$ cat src/rtl/sig_check.sv
// Incrementing-word checker: acquires lock on a counting stream, counts mismatches and wraps.
// Optional first-mismatch capture enabled by defining SIG_CHECK_DIAG_EN.
//
// state     | meaning
// ----------+------------------------------------------------------------
// S_IDLE    | no sample seen since reset; first valid sample seeds exp
// S_ACQUIRE | counting consecutive matches toward LOCK_LEN
// S_LOCKED  | tracking stream; mismatches pulse err, wraps counted
// S_DONE    | NUM_WRAPS reached; everything frozen until rst
module sig_check #(
  parameter int WIDTH     = 4,
  parameter int LOCK_LEN  = 2,
  parameter int LOSS_LEN  = 3,
  parameter int NUM_WRAPS = 1
) (
  input  logic             clk,
  input  logic             rst,
  input  logic [WIDTH-1:0] A,
  input  logic             a_valid,
  output logic             locked,
  output logic             err,
  output logic [7:0]       err_count,
  output logic [7:0]       wrap_count,
`ifdef SIG_CHECK_DIAG_EN
  output logic [WIDTH-1:0] first_got,
  output logic [WIDTH-1:0] first_exp,
  output logic             diag_valid,
`endif
  output logic             done
);

  typedef enum logic [1:0] {
    S_IDLE    = 2'd0,
    S_ACQUIRE = 2'd1,
    S_LOCKED  = 2'd2,
    S_DONE    = 2'd3
  } state_t;

  localparam logic [3:0]       LOCK_LEN_C  = 4'(LOCK_LEN);
  localparam logic [3:0]       LOSS_LEN_C  = 4'(LOSS_LEN);
  localparam logic [7:0]       NUM_WRAPS_C = 8'(NUM_WRAPS);
  localparam logic [WIDTH-1:0] MAX_VAL     = {WIDTH{1'b1}};

  state_t           state_q, state_d;
  logic [WIDTH-1:0] exp_q, exp_d;
  logic [3:0]       match_cnt_q, match_cnt_d;
  logic [3:0]       miss_cnt_q, miss_cnt_d;
  logic             err_q, err_d;
  logic [7:0]       err_count_q, err_count_d;
  logic [7:0]       wrap_count_q, wrap_count_d;
  logic             done_q, done_d;
`ifdef SIG_CHECK_DIAG_EN
  logic [WIDTH-1:0] first_got_q, first_got_d;
  logic [WIDTH-1:0] first_exp_q, first_exp_d;
  logic             diag_valid_q, diag_valid_d;
`endif

  always_ff @(posedge clk) begin
    if (rst) begin
      state_q      <= S_IDLE;
      exp_q        <= '0;
      match_cnt_q  <= '0;
      miss_cnt_q   <= '0;
      err_q        <= 1'b0;
      err_count_q  <= '0;
      wrap_count_q <= '0;
      done_q       <= 1'b0;
`ifdef SIG_CHECK_DIAG_EN
      first_got_q  <= '0;
      first_exp_q  <= '0;
      diag_valid_q <= 1'b0;
`endif
    end else begin
      state_q      <= state_d;
      exp_q        <= exp_d;
      match_cnt_q  <= match_cnt_d;
      miss_cnt_q   <= miss_cnt_d;
      err_q        <= err_d;
      err_count_q  <= err_count_d;
      wrap_count_q <= wrap_count_d;
      done_q       <= done_d;
`ifdef SIG_CHECK_DIAG_EN
      first_got_q  <= first_got_d;
      first_exp_q  <= first_exp_d;
      diag_valid_q <= diag_valid_d;
`endif
    end
  end

  always_comb begin
    state_d      = state_q;
    exp_d        = exp_q;
    match_cnt_d  = match_cnt_q;
    miss_cnt_d   = miss_cnt_q;
    err_d        = 1'b0;
    err_count_d  = err_count_q;
    wrap_count_d = wrap_count_q;
    done_d       = done_q;
`ifdef SIG_CHECK_DIAG_EN
    first_got_d  = first_got_q;
    first_exp_d  = first_exp_q;
    diag_valid_d = diag_valid_q;
`endif
    if (a_valid) begin
      unique case (state_q)
        S_IDLE: begin
          exp_d       = A + 1'b1;
          match_cnt_d = 4'd1;
          miss_cnt_d  = 4'd0;
          state_d     = (LOCK_LEN_C <= 4'd1) ? S_LOCKED : S_ACQUIRE;
        end
        S_ACQUIRE: begin
          if (A == exp_q) begin
            exp_d       = exp_q + 1'b1;
            match_cnt_d = match_cnt_q + 4'd1;
            // >= so LOCK_LEN==1 can still relock after a reseed to count 1
            if (match_cnt_d >= LOCK_LEN_C) begin
              state_d    = S_LOCKED;
              miss_cnt_d = 4'd0;
            end
          end else begin
            exp_d       = A + 1'b1;
            match_cnt_d = 4'd1;
          end
        end
        S_LOCKED: begin
          if (A == exp_q) begin
            exp_d      = exp_q + 1'b1;
            miss_cnt_d = 4'd0;
            if (A == MAX_VAL) begin
              if (wrap_count_q != 8'hFF) wrap_count_d = wrap_count_q + 8'd1;
              if (wrap_count_d >= NUM_WRAPS_C) begin
                state_d = S_DONE;
                done_d  = 1'b1;
              end
            end
          end else begin
            err_d = 1'b1;
            if (err_count_q != 8'hFF) err_count_d = err_count_q + 8'd1;
`ifdef SIG_CHECK_DIAG_EN
            if (!diag_valid_q) begin
              first_got_d  = A;
              first_exp_d  = exp_q;
              diag_valid_d = 1'b1;
            end
`endif
            miss_cnt_d = miss_cnt_q + 4'd1;
            if (miss_cnt_d >= LOSS_LEN_C) begin
              state_d     = S_ACQUIRE;
              exp_d       = A + 1'b1;
              match_cnt_d = 4'd1;
              miss_cnt_d  = 4'd0;
            end else begin
              exp_d = exp_q + 1'b1;
            end
          end
        end
        S_DONE: begin
        end
        default: state_d = S_IDLE;
      endcase
    end
  end

  assign locked     = (state_q == S_LOCKED);
  assign err        = err_q;
  assign err_count  = err_count_q;
  assign wrap_count = wrap_count_q;
  assign done       = done_q;
`ifdef SIG_CHECK_DIAG_EN
  assign first_got  = first_got_q;
  assign first_exp  = first_exp_q;
  assign diag_valid = diag_valid_q;
`endif

endmodule

$ cat config.mk
export PLATFORM = sky130hd
export DESIGN_NAME = sig_check
export DESIGN_NICKNAME = d
export VERILOG_FILES = /design/src/rtl/sig_check.sv
export SDC_FILE = /design/constraint.sdc
export NUM_CORES = 1
export LEC_CHECK = 0
export BUFFER_PORTS_ARGS = -buffer_cell sky130_fd_sc_hd__buf_2
export CORE_ASPECT_RATIO = 0.7
export CORE_UTILIZATION = 50
export CTS_CLUSTER_SIZE = 25
export DETAILED_ROUTE_END_ITERATION = 8
export PLACE_DENSITY = 0.71
export SLEW_MARGIN = 40
export SYNTH_ARGS = -nofsm -noshare
export SYNTH_HDL_FRONTEND = slang
export SYNTH_SLANG_ARGS = --single-unit
$ cat constraint.sdc
create_clock -name clk -period 3 [get_ports clk]
set_clock_uncertainty 0.1 [all_clocks]
set_input_delay 0.45 -clock clk [delete_from_list [all_inputs] [get_ports clk]]
set_output_delay 0.45 -clock clk [all_outputs]
set_load 0.1 [all_outputs]
# After elaboration in Yosys (flattened, before gate mapping)
# Cells that the tools add are included.
op_classes:
  n_addsub: 6
  n_lt_le_gt_ge: 3
  n_eq_ne: 13
  mux: 26
  bitwise: 3
  reduce_logical: 10
op_table:
  columns: ["op", "count"]
  rows:
  - ["$mux 4", 10]
  - ["$mux 8", 5]
  - ["$pmux 4 s3", 3]
  - ["$add 4x1->4 const B", 4]
  - ["$add 8x1->8 const B", 2]
  - ["$ne 8x8->1 const B", 2]
  - ["$reduce_and 4->1", 4]
  - ["$mux 2", 6]
  - ["$ge 4x2->1 const B", 2]
  - ["$ge 8x1->1 const B", 1]
  - ["$reduce_and 7->1", 1]
  - ["$ne 2x2->1 const B", 3]
  - ["$ne 3x2->1 const B", 2]
  - ["$pmux 2 s3", 1]
  - ["$reduce_and 5->1", 1]
  - ["$eq 4x4->1", 1]
  - ["$eq 4x4->1 const B", 1]
  - ["$ne 3x1->1 const B", 1]
  - ["$not 1->1", 3]
  - ["$reduce_bool 3->1", 1]
  - ["$reduce_or 3->1", 1]
  - ["$eq 2x1->1 const B", 1]
  - ["$eq 2x2->1 const B", 1]
  - ["$logic_not 2->1", 1]
  - ["other kinds (3)", 3]
totals:
  regBits: 32
  inputBits: 7
  output_inout_bits: 19

# Logic depth before layout (Yosys ltp)
# Gate-level depths: netlist of the first run.
logic_depth:
  depth_word: 11
  mapped_depth: 9
  mapped_depth_nobuf: 8

# Least setup slack after synthesis of the first run
# Ideal clock, no wire load.
synth_path:
  kind: "register to register"
  startpoint: "reg wrap_count_q[1] (netlist: wrap_count[1])"
  endpoint: "reg state_q[0]"
  setup_time_ns: 0.123
  arrival_ns: 2.793
  required_ns: 2.777
  path_slack_ns: -0.017
  stages_incl_launch_ff: 8
  path_buffers: 0
  period_less_slack_ns: 3.017
  path_cell_list: "dfxtp_1 -> ha_1 -> and3_1 -> a311oi_1 -> mux2_2 -> and3_1 -> a311oi_2 -> mux2_1"
synth_between:
  elab_chain_len: 9
  word_cells_on_any_way: 10
synth_rtl:
  columns: ["item", "line_no", "text"]
  rows:
  - ["from (decl)", "50", "logic [7:0] wrap_count_q, wrap_count_d;"]
  - ["from (signal assigned)", "80", "wrap_count_q <= wrap_count_d;"]
  - ["$add 8x1->8 / $ne 8x8->1 (equally long branches)", "131", "if (wrap_count_q != 8'hFF) wrap_count_d = wrap_count_q + 8'd1;"]
  - ["$mux 8 (*)", "131", null]
  - ["$mux 8 (*)", "130", "if (A == MAX_VAL) begin"]
  - ["$mux 8 (*)", "127", "if (A == exp_q) begin"]
  - ["$mux 8 (*)", "105", "unique case (state_q)"]
  - ["$mux 8 (*)", "104", "if (a_valid) begin"]
  - ["$ge 8x1->1 (*)", "132", "if (wrap_count_d >= NUM_WRAPS_C) begin"]
  - ["$ne 3x2->1 (no source line) (*)", null, null]
  - ["$reduce_and 7->1 (no source line) (*)", null, null]
  - ["to (signal assigned)", "74", "state_q <= state_d;"]
  - ["to (decl)", "44", "state_t state_q, state_d;"]
# Mark *: on every way between the ends. The rest lies on a longest branch, timed or not. The select of a mux whose other input is x is not followed.
# A chain may end at the register's enable or synchronous reset.

# Worst setup path after layout of the first run
layout_path:
  startpoint: "reg miss_cnt_q[0]"
  endpoint: "reg state_q[1]"
layout_between:
  elab_chain_len: 4
layout_rtl:
  columns: ["item", "line_no", "text"]
  rows:
  - ["from (decl)", "47", "logic [3:0] miss_cnt_q, miss_cnt_d;"]
  - ["from (signal assigned)", "77", "miss_cnt_q <= miss_cnt_d;"]
  - ["$add 4x1->4", "147", "miss_cnt_d = miss_cnt_q + 4'd1;"]
  - ["$ge 4x2->1", "148", "if (miss_cnt_d >= LOSS_LEN_C) begin"]
  - ["$ne 3x1->1 (no source line)", null, null]
  - ["$reduce_and 7->1 (no source line)", null, null]
# Every way passes these cells.

==> results of run 1 <==
registers in the layout, indices dropped and copies added (netlist names):
register     flops
err              1
match_cnt_q      4
exp_q            4
done             1
err_count        8
miss_cnt_q       4
state_q          2
wrap_count       8
metrics by stage:
step | cell area (um2) | power, mW
global placement | 2090 | 0.579
floorplan | 1920 | 0.549
finish | 2180 | 0.911
CTS | 2180 | 0.918
global route | 2180 | 0.961
detailed placement | 2090 | 0.580
worst max-delay path: cells and delay by family, from the launching register on:
family                     cells  cell delay, ns
AOI/OAI and AO/OA              3            1.15
muxes                          1            0.36
DFF                            1            0.35
and+or+nand+nor                2            0.31
adders and majority gates      1            0.16
buffers and inverters          1            0.09
per-layer routing:
layer  wire length, um  GRT usage  vias up
li1                  -          -      892
met1              2270      0.340      788
met2              1590      0.303       51
met3               271     0.0559        4
met4                47     0.0962        0
met5                 0          0        -
final timing paths:
path,cells past startpoint,startpoint,end,slack (ns)
setup / recovery,8,miss_cnt_q[0],state_q[1],0.38
hold / removal,2,match_cnt_q[3],match_cnt_q[3],0.36
setup reg to reg,8,miss_cnt_q[0],state_q[1],0.38
hold reg to reg,2,match_cnt_q[3],match_cnt_q[3],0.36
final cells by class:
| cell class | instances | area (um2) | area share |
|---|---|---|---|
| multi-input combinational | 184 | 1210 | 0.555 |
| clock buffer | 8 | 90.1 | 0.0413 |
| sequential | 32 | 642 | 0.294 |
| tap | 50 | 62.6 | 0.0287 |
| inverter | 8 | 30.0 | 0.0138 |
| timing repair buffer | 28 | 148 | 0.0676 |
power breakdown:
group | total (mW) | internal (mW) | switching, mW
Clock | 0.338 | 0.187 | 0.151
Combinational | 0.126 | 0.0453 | 0.0803
Sequential | 0.447 | 0.435 | 0.0124
Total | 0.911 | 0.667 | 0.244
cell families (layout without fill, tap and decap cells):
logic type,Yosys count,count (layout),share of synthesized area
compound gates,47,47,0.151
xor+xnor,17,17,0.0775
fa+ha+maj,13,13,0.0846
buf+inv,18,44,0.0365
flops,32,32,0.333
mux,8,8,0.0436
simple gates,99,99,0.273
cell usage in the layout, fill, tap and decap left out, drive strengths merged, types with 5 or more instances in the layout:
cell type	n
mux2i	5
nand3	11
or3	5
ha	13
and3	8
o21ai	11
nor3	11
nand2	18
buf	28
nor2	25
xor2	13
inv	8
nand4	5
a21oi	23
dfxtp	32
clkbuf	8
==> reports/results.txt, run 1 <==
Rel. slew slack - 0.547
Worst Path Required - 3.08 ns
CTS sink count - 32
Number of synthesized register bits - 32
WS Path Type - reg2reg
Slew Viols, Final - 0
Post-Synthesis Cells - 234
Most used DFF post-synth - dfxtp_1
Vias - 1735
Fmax - 381 MHz
Hold slack final - 0.362 ns
DRT Pass-1 Iters - 4
Vias per cell - 5.60
Pwr/cell area - 417 mW/mm2
Top cells by area, synth - dfxtp_1 33%, ha_1 8.5%, a21oi_1 6.0%
Io pins - 26
Root buffer cell - clkbuf_8
EDFF count, synth - 0
Core ar. - 0.00360 mm2
Synthesized area - 0.00192 mm2
Placed Instances - 302
Top cell type's share of synthesized area - 0.333
GP Congestion - 0.817
Type of origin of the critical path - flip-flop
Post-route setup slack - 0.378 ns
Syn Area/Cell - 8.21 um2
Setup WS pre-CTS - 0.299 ns
Slowest stage delay, CP - 0.54 ns
CP max FO - 5
GRT Overall Usage - 0.227
Maximum clock path buffer count - 2
Worst hold-check path type - reg2reg
H-tree depth - 2
Count leader, synth - dfxtp_1
Largest net degree at the start of global routing - 31
Vias in the first global route - 1427
Layout cells sized above 1 - 0.169
Period utilization - 0.874
Wirelength per Cell - 13.5 um
Clock transition at path regs - 0.06 ns
Yosys warns - 0
Ordered cell list for the critical path - inv_1 > ha_1 > and3b_1 > a31o_2 > o21ai_0 > nor2_1 > a311oi_2 > mux2_1
Minimum clock period - 2.62 ns
Post-cts resize count - 0
Leading area contributor after synthesis - dfxtp_1
Worst slew pin tran - 0.672 ns
Setup Buffers After CTS - 0
Leak Pwr - 0.923 nW
GRT Residual Overflow - 0
1st-iter DRT viols - 114
Initial Util - 0.533
Commonest cells in the netlist - 32 x dfxtp_1, 25 x nor2_1, 23 x a21oi_1
Setup crit end kind - flip-flop
Residual DRC - 0
RSZ-0062 raised after global routing - false
Arr. time, crit path - 2.70 ns
NumNets Final - 279
First-pass GRT wire length - 7.07 mm
DP HPWL - 3.03 mm
CTS Hold Buffers Added - 0
DRT antenna net count - 0
Status - finished, final reports clean
Detailed Route WL - 4.18 mm
Yosys cell types - 41
Final Setup Violations - 0
DIE HEIGHT - 53.9 um
CTS tree - yes
N_diodes - 0
Syn Nets - 254
Filler Cell Count - 345
Area growth from synthesis to layout - 13.6%
Async S/R FF share, synth - 0
Antenna violations before repair - 0
Final setup TNS - 0 ns
Total CTS buffers - 5
Final hold vios - 0
Rows - 18
Die width - 76.1 um
IO buf count - 25
Clock Latency Late Sink - 0.29 ns
Sequential fraction of the synthesis area - 0.333
Die area - 0.00410 mm2
CP max stage cell - o21ai_0
Max Cap Viol - 0
Post-layout util - 0.606
Fin cells - 310
Peak VDD IR - 0.372 mV
Power figures use the tool's default switching activity.
==> run 2: changes to the inputs <==
--- a/config.mk
+++ b/config.mk
@@ -10,8 +10,9 @@
 export CORE_UTILIZATION = 50
 export CTS_CLUSTER_SIZE = 25
 export DETAILED_ROUTE_END_ITERATION = 8
-export PLACE_DENSITY = 0.71
+export PLACE_DENSITY = 0.75
 export SLEW_MARGIN = 40
 export SYNTH_ARGS = -nofsm -noshare
 export SYNTH_HDL_FRONTEND = slang
 export SYNTH_SLANG_ARGS = --single-unit
+export TNS_END_PERCENT = 50
==> reports/results.txt, run 2 (synthesis results as in run 1) <==
Final Setup Violations - 0 (unchanged)
Most frequent cells in the layout - 31 x dfxtp_1, 25 x nor2_1, 25 x buf_2
Die area - 0.00410 mm2 (unchanged)
Final setup TNS - 0 ns (unchanged)
H-tree depth - 2 (unchanged)
Type of origin of the critical path - flip-flop
IO buf count - 25 (unchanged)
Worst slew pin tran - 0.634 ns (-0.0378 ns)
FF-to-FF path depth - 8 (unchanged)
RSZ-0062 raised after global routing - false
Fin cells - 310 (unchanged)
Commonest non-fill, non-tap cell in the layout - dfxtp_1
CTS tree - yes
CP max FO - 5 (unchanged)
Hold Path Origin - match_cnt_q[3]
DRT Pass-1 Iters - 4 (unchanged)
CTS Hold Buffers Added - 0 (unchanged)
Minimum clock period - 2.58 ns (-0.0413 ns)
Period utilization - 0.860 (-0.0138)
Pwr/cell area - 415 mW/mm2 (-0.62%)
Vias per cell - 5.68 (+1.4%)
Worst r2r src - miss_cnt_q[0]
Status - finished, final reports clean
Worst Path Required - 3.07 ns (about the same)
Rows - 18 (unchanged)
NumNets Final - 279 (unchanged)
Leak Pwr - 0.923 nW (unchanged)
DP HPWL - 2.93 mm (-3.4%)
Core ar. - 0.00360 mm2 (unchanged)
Initial Util - 0.533 (unchanged)
Final hold vios - 0 (unchanged)
Peak VDD IR - 0.330 mV (-11%)
First-pass GRT wire length - 6.58 mm (-7.0%)
Arr. time, crit path - 2.65 ns (-0.05 ns)
Wirelength per Cell - 13.1 um (-2.5%)
Maximum clock path buffer count - 2 (unchanged)
WS Path Type - reg2reg
Residual DRC - 0 (unchanged)
Placed Instances - 302 (unchanged)
Vias - 1760 (+1.4%)
Layout cells sized above 1 - 0.169 (unchanged)
Slew Viols, Final - 0 (unchanged)
Clock transition at path regs - 0.07 ns (about the same)
GRT Overall Usage - 0.210 (-0.0173)
N_diodes - 0 (unchanged)
Area growth from synthesis to layout - 13.6% (unchanged)
Setup Buffers After CTS - 0 (unchanged)
WHS Path Cells - 2 (unchanged)
Io pins - 26 (unchanged)
DRT antenna net count - 0 (unchanged)
Die width - 76.1 um (unchanged)
GP Congestion - 0.851 (+4.2%)
Max Cap Viol - 0 (unchanged)
1st-iter DRT viols - 86 (-25%)
Detailed Route WL - 4.08 mm (-2.5%)
Rel. slew slack - 0.573 (+0.0255)
DIE HEIGHT - 53.9 um (unchanged)
CTS sink count - 32 (unchanged)
Reg-to-reg endpoint - state_q[0]
Setup crit end kind - flip-flop
Fmax - 388 MHz (+1.6%)
Root buffer cell - clkbuf_8
Worst hold endpoint - match_cnt_q[3]
FF-to-FF setup slack - 0.42 ns (+0.04 ns)
GRT Residual Overflow - 0 (unchanged)
Antenna violations before repair - 0 (unchanged)
Largest net degree at the start of global routing - 31 (unchanged)
Vias in the first global route - 1435 (+0.56%)
Post-cts resize count - 0 (unchanged)
Clock Latency Late Sink - 0.29 ns (about the same)
Worst hold-check path type - reg2reg
Total CTS buffers - 5 (unchanged)
## run 2: cell counts in the layout (fill, tap and decap cells not counted)
Identical to the previous run, type by type.
## run 2: worst max-delay path, stage by stage (launching register included)
cell,delay (ns)
dfxtp_1,0.34
inv_1,0.08
ha_1,0.16
and3b_1,0.20
a31o_2,0.28
o21ai_0,0.52
nor2_1,0.12
a311oi_2,0.32
mux2_1,0.34
## run 2: per-stage QoR
stage / worst slack [ns] / utilization / hold slack, ns / area (um2) / power [mW]
CTS: 0.432 / 0.606 / 0.376 / 2180 / 0.910
finish: 0.420 / 0.606 / 0.369 / 2180 / 0.905
floorplan: 0.0130 / - / 0.344 / 1920 / 0.549
global route: 0.201 / 0.606 / 0.403 / 2180 / 0.955
detailed placement: 0.329 / 0.581 / 0.361 / 2090 / 0.580
global placement: 0.391 / 0.581 / 0.352 / 2090 / 0.578
## run 2: metal layers
metal | wire length (um) | track usage
met1 | 2200 | 0.305
met2 | 1600 | 0.291
met3 | 224 | 0.0542
met4 | 49 | 0.0897
met5 | 0 | 0
## run 2: cell type report
type	count	area, um2
flip-flops and latches	32	642
repair buffers	28	148
inverters	8	30.0
well taps	50	62.6
fillers	336	1420
multi-input cells	184	1210
clock buffers	8	90.1
## run 2: power by group
group / switching (mW) / total, mW / internal (mW)
clock network: 0.146 / 0.333 / 0.187
logic: 0.0793 / 0.125 / 0.0454
registers: 0.0128 / 0.448 / 0.435
total: 0.238 / 0.905 / 0.667
## run 2: worst max path at each step
stage / start / endpoint / slack, ns / depth (start not counted)
5_1_grt: miss_cnt_q[0] / state_q[0] / 0.20 / 8
4_1_cts: miss_cnt_q[1] / state_q[1] / 0.43 / 7
6_report: miss_cnt_q[0] / state_q[0] / 0.42 / 8
2_1_floorplan: wrap_count[0] / state_q[0] / 0.01 / 7
3_5_place_dp: A[1] / state_q[0] / 0.33 / 6
3_3_place_gp: A[0] / state_q[0] / 0.39 / 6
==> run 3: changes to the inputs <==
--- a/config.mk
+++ b/config.mk
@@ -7,10 +7,10 @@
 export LEC_CHECK = 0
 export BUFFER_PORTS_ARGS = -buffer_cell sky130_fd_sc_hd__buf_2
 export CORE_ASPECT_RATIO = 0.7
-export CORE_UTILIZATION = 50
+export CORE_UTILIZATION = 45
 export CTS_CLUSTER_SIZE = 25
 export DETAILED_ROUTE_END_ITERATION = 8
-export PLACE_DENSITY = 0.75
+export PLACE_DENSITY = 0.69
 export SLEW_MARGIN = 40
 export SYNTH_ARGS = -nofsm -noshare
 export SYNTH_HDL_FRONTEND = slang
==> constraint.sdc (replaced) <==
create_clock -name clk -period 2.6 [get_ports clk]
set_clock_uncertainty 0.1 [all_clocks]
set_input_delay 0.52 -clock clk [delete_from_list [all_inputs] [get_ports clk]]
set_output_delay 0.52 -clock clk [all_outputs]
set_load 0.1 [all_outputs]
==> reports/results.txt, run 3 (synthesis results as in run 1) <==
Die width - 80.1 um (+5.3%)
Period utilization - 0.910 (+0.0501)
Worst slew pin tran - 0.602 ns (-0.0322 ns)
Ordered cell list for the critical path - ha_1 > and3_1 > a311oi_1 > mux2_2 > and3_1 > a311oi_2 > mux2_1
Rows - 19 (+1)
Root buffer cell - clkbuf_8
Initial Util - 0.481 (-0.0521)
NumNets Final - 285 (+2.2%)
Fmax - 423 MHz (+9.0%)
Minimum clock period - 2.37 ns (-0.214 ns)
Final hold vios - 0 (unchanged)
Clock transition at path regs - 0.07 ns (about the same)
CP max FO - 7 (+2)
Layout cells sized above 1 - 0.207 (+0.0375)
Commonest non-fill, non-tap cell in the layout - dfxtp_1
DP HPWL - 3.15 mm (+7.3%)
WS Path Type - reg2reg
IO buf count - 25 (unchanged)
Final setup TNS - 0 ns (unchanged)
Filler Cell Count - 400 (+19%)
GP Congestion - 0.832 (-2.2%)
Detailed Route WL - 4.30 mm (+5.5%)
Io pins - 26 (unchanged)
Largest net degree at the start of global routing - 31 (unchanged)
Peak VDD IR - 0.306 mV (-7.1%)
Vias in the first global route - 1579 (+10%)
Most frequent cells in the layout - 28 x dfxtp_1, 25 x nor2_1, 25 x buf_2
Setup Buffers After CTS - 0 (unchanged)
Rel. slew slack - 0.599 (+0.0259)
DRT antenna net count - 0 (unchanged)
Arr. time, crit path - 2.42 ns (-0.23 ns)
CTS tree - yes
1st-iter DRT viols - 122 (+42%)
DRT Pass-1 Iters - 4 (unchanged)
Post-cts resize count - 0 (unchanged)
Hold slack final - 0.372 ns (+0.00292 ns)
Core ar. - 0.00399 mm2 (+11%)
Type of origin of the critical path - flip-flop
Vias per cell - 5.54 (-2.3%)
Area growth from synthesis to layout - 17.3%
GRT Residual Overflow - 0 (unchanged)
Maximum clock path buffer count - 2 (unchanged)
Setup crit end kind - flip-flop
Final Setup Violations - 0 (unchanged)
GRT Overall Usage - 0.209 (-0.000954)
Slowest stage delay, CP - 0.38 ns (-0.14 ns)
Post-route setup slack - 0.233 ns (-0.186 ns)
H-tree depth - 2 (unchanged)
RSZ-0062 raised after global routing - false
CTS sink count - 32 (unchanged)
Wirelength per Cell - 13.5 um (+2.8%)
Setup WS pre-CTS - -0.00609 ns (-0.336 ns)
Pwr/cell area - 485 mW/mm2 (+17%)
First-pass GRT wire length - 7.30 mm (+11%)
Total CTS buffers - 5 (unchanged)
Vias - 1763 (+0.17%)
Worst Path Required - 2.66 ns (-0.41 ns)
CP max stage cell - dfxtp_4
Clock Latency Late Sink - 0.28 ns (about the same)
N_diodes - 0 (unchanged)
DIE HEIGHT - 56.7 um (+5.2%)
Max Cap Viol - 0 (unchanged)
Cell repeated most along the worst path - and3_1
Status - finished, final reports clean
Leak Pwr - 0.959 nW (+3.9%)
Die area - 0.00454 mm2 (+11%)
Slew Viols, Final - 0 (unchanged)
Antenna violations before repair - 0 (unchanged)
Residual DRC - 0 (unchanged)
Worst hold-check path type - reg2reg
CTS Hold Buffers Added - 0 (unchanged)
==> run 3: worst max-delay path: cells and delay by family, from the launching register on <==
kind,cells,cell delay (ns)
mux,2,0.64
fa+ha+maj,1,0.24
compound gates,2,0.45
simple gates,2,0.43
flops,1,0.38
==> run 3: area by class of cell <==
class | count | area (um2) | area share
Clock inverter | 1 | 5.00 | 0.00222
Inverter | 8 | 30.0 | 0.0133
Multi-Input combinational cell | 184 | 1210 | 0.538
Clock buffer | 7 | 97.6 | 0.0433
Sequential cell | 32 | 651 | 0.289
Timing Repair Buffer | 34 | 193 | 0.0855
Tap cell | 52 | 65.1 | 0.0289
==> run 3: worst paths after layout <==
| path | from | slack, ns | depth (start not counted) | endpoint |
|---|---|---|---|---|
| max reg2reg | wrap_count[1] | 0.23 | 7 | state_q[0] |
| min | match_cnt_q[3] | 0.37 | 2 | match_cnt_q[3] |
| max | wrap_count[1] | 0.23 | 7 | state_q[0] |
| min reg2reg | match_cnt_q[3] | 0.37 | 2 | match_cnt_q[3] |
==> run 3: per-stage QoR <==
stage	cell area, um2	utilization	power (mW)	std cells
after detailed placement	2150	0.539	0.681	310
after CTS	2250	0.565	1.10	318
after global routing	2250	0.565	1.15	318
final	2250	0.565	1.09	318
after global placement	2150	0.539	0.680	310
after floorplan	1930	-	0.633	234
==> run 3: where the power goes <==
| part | total, mW | switching, mW | internal (mW) |
|---|---|---|---|
| combinational | 0.158 | 0.0950 | 0.0630 |
| sequential | 0.515 | 0.0152 | 0.500 |
| clock | 0.420 | 0.175 | 0.245 |
| total | 1.09 | 0.285 | 0.808 |
==> run 3: metal layers <==
| layer | global-route usage | share of wire | vias to the layer above |
|---|---|---|---|
| met5 | 0 | 0 | - |
| met4 | 0.0408 | 0.0042 | 0 |
| met3 | 0.0553 | 0.048 | 2 |
| met2 | 0.299 | 0.42 | 36 |
| met1 | 0.313 | 0.53 | 826 |
| li1 | - | - | 899 |
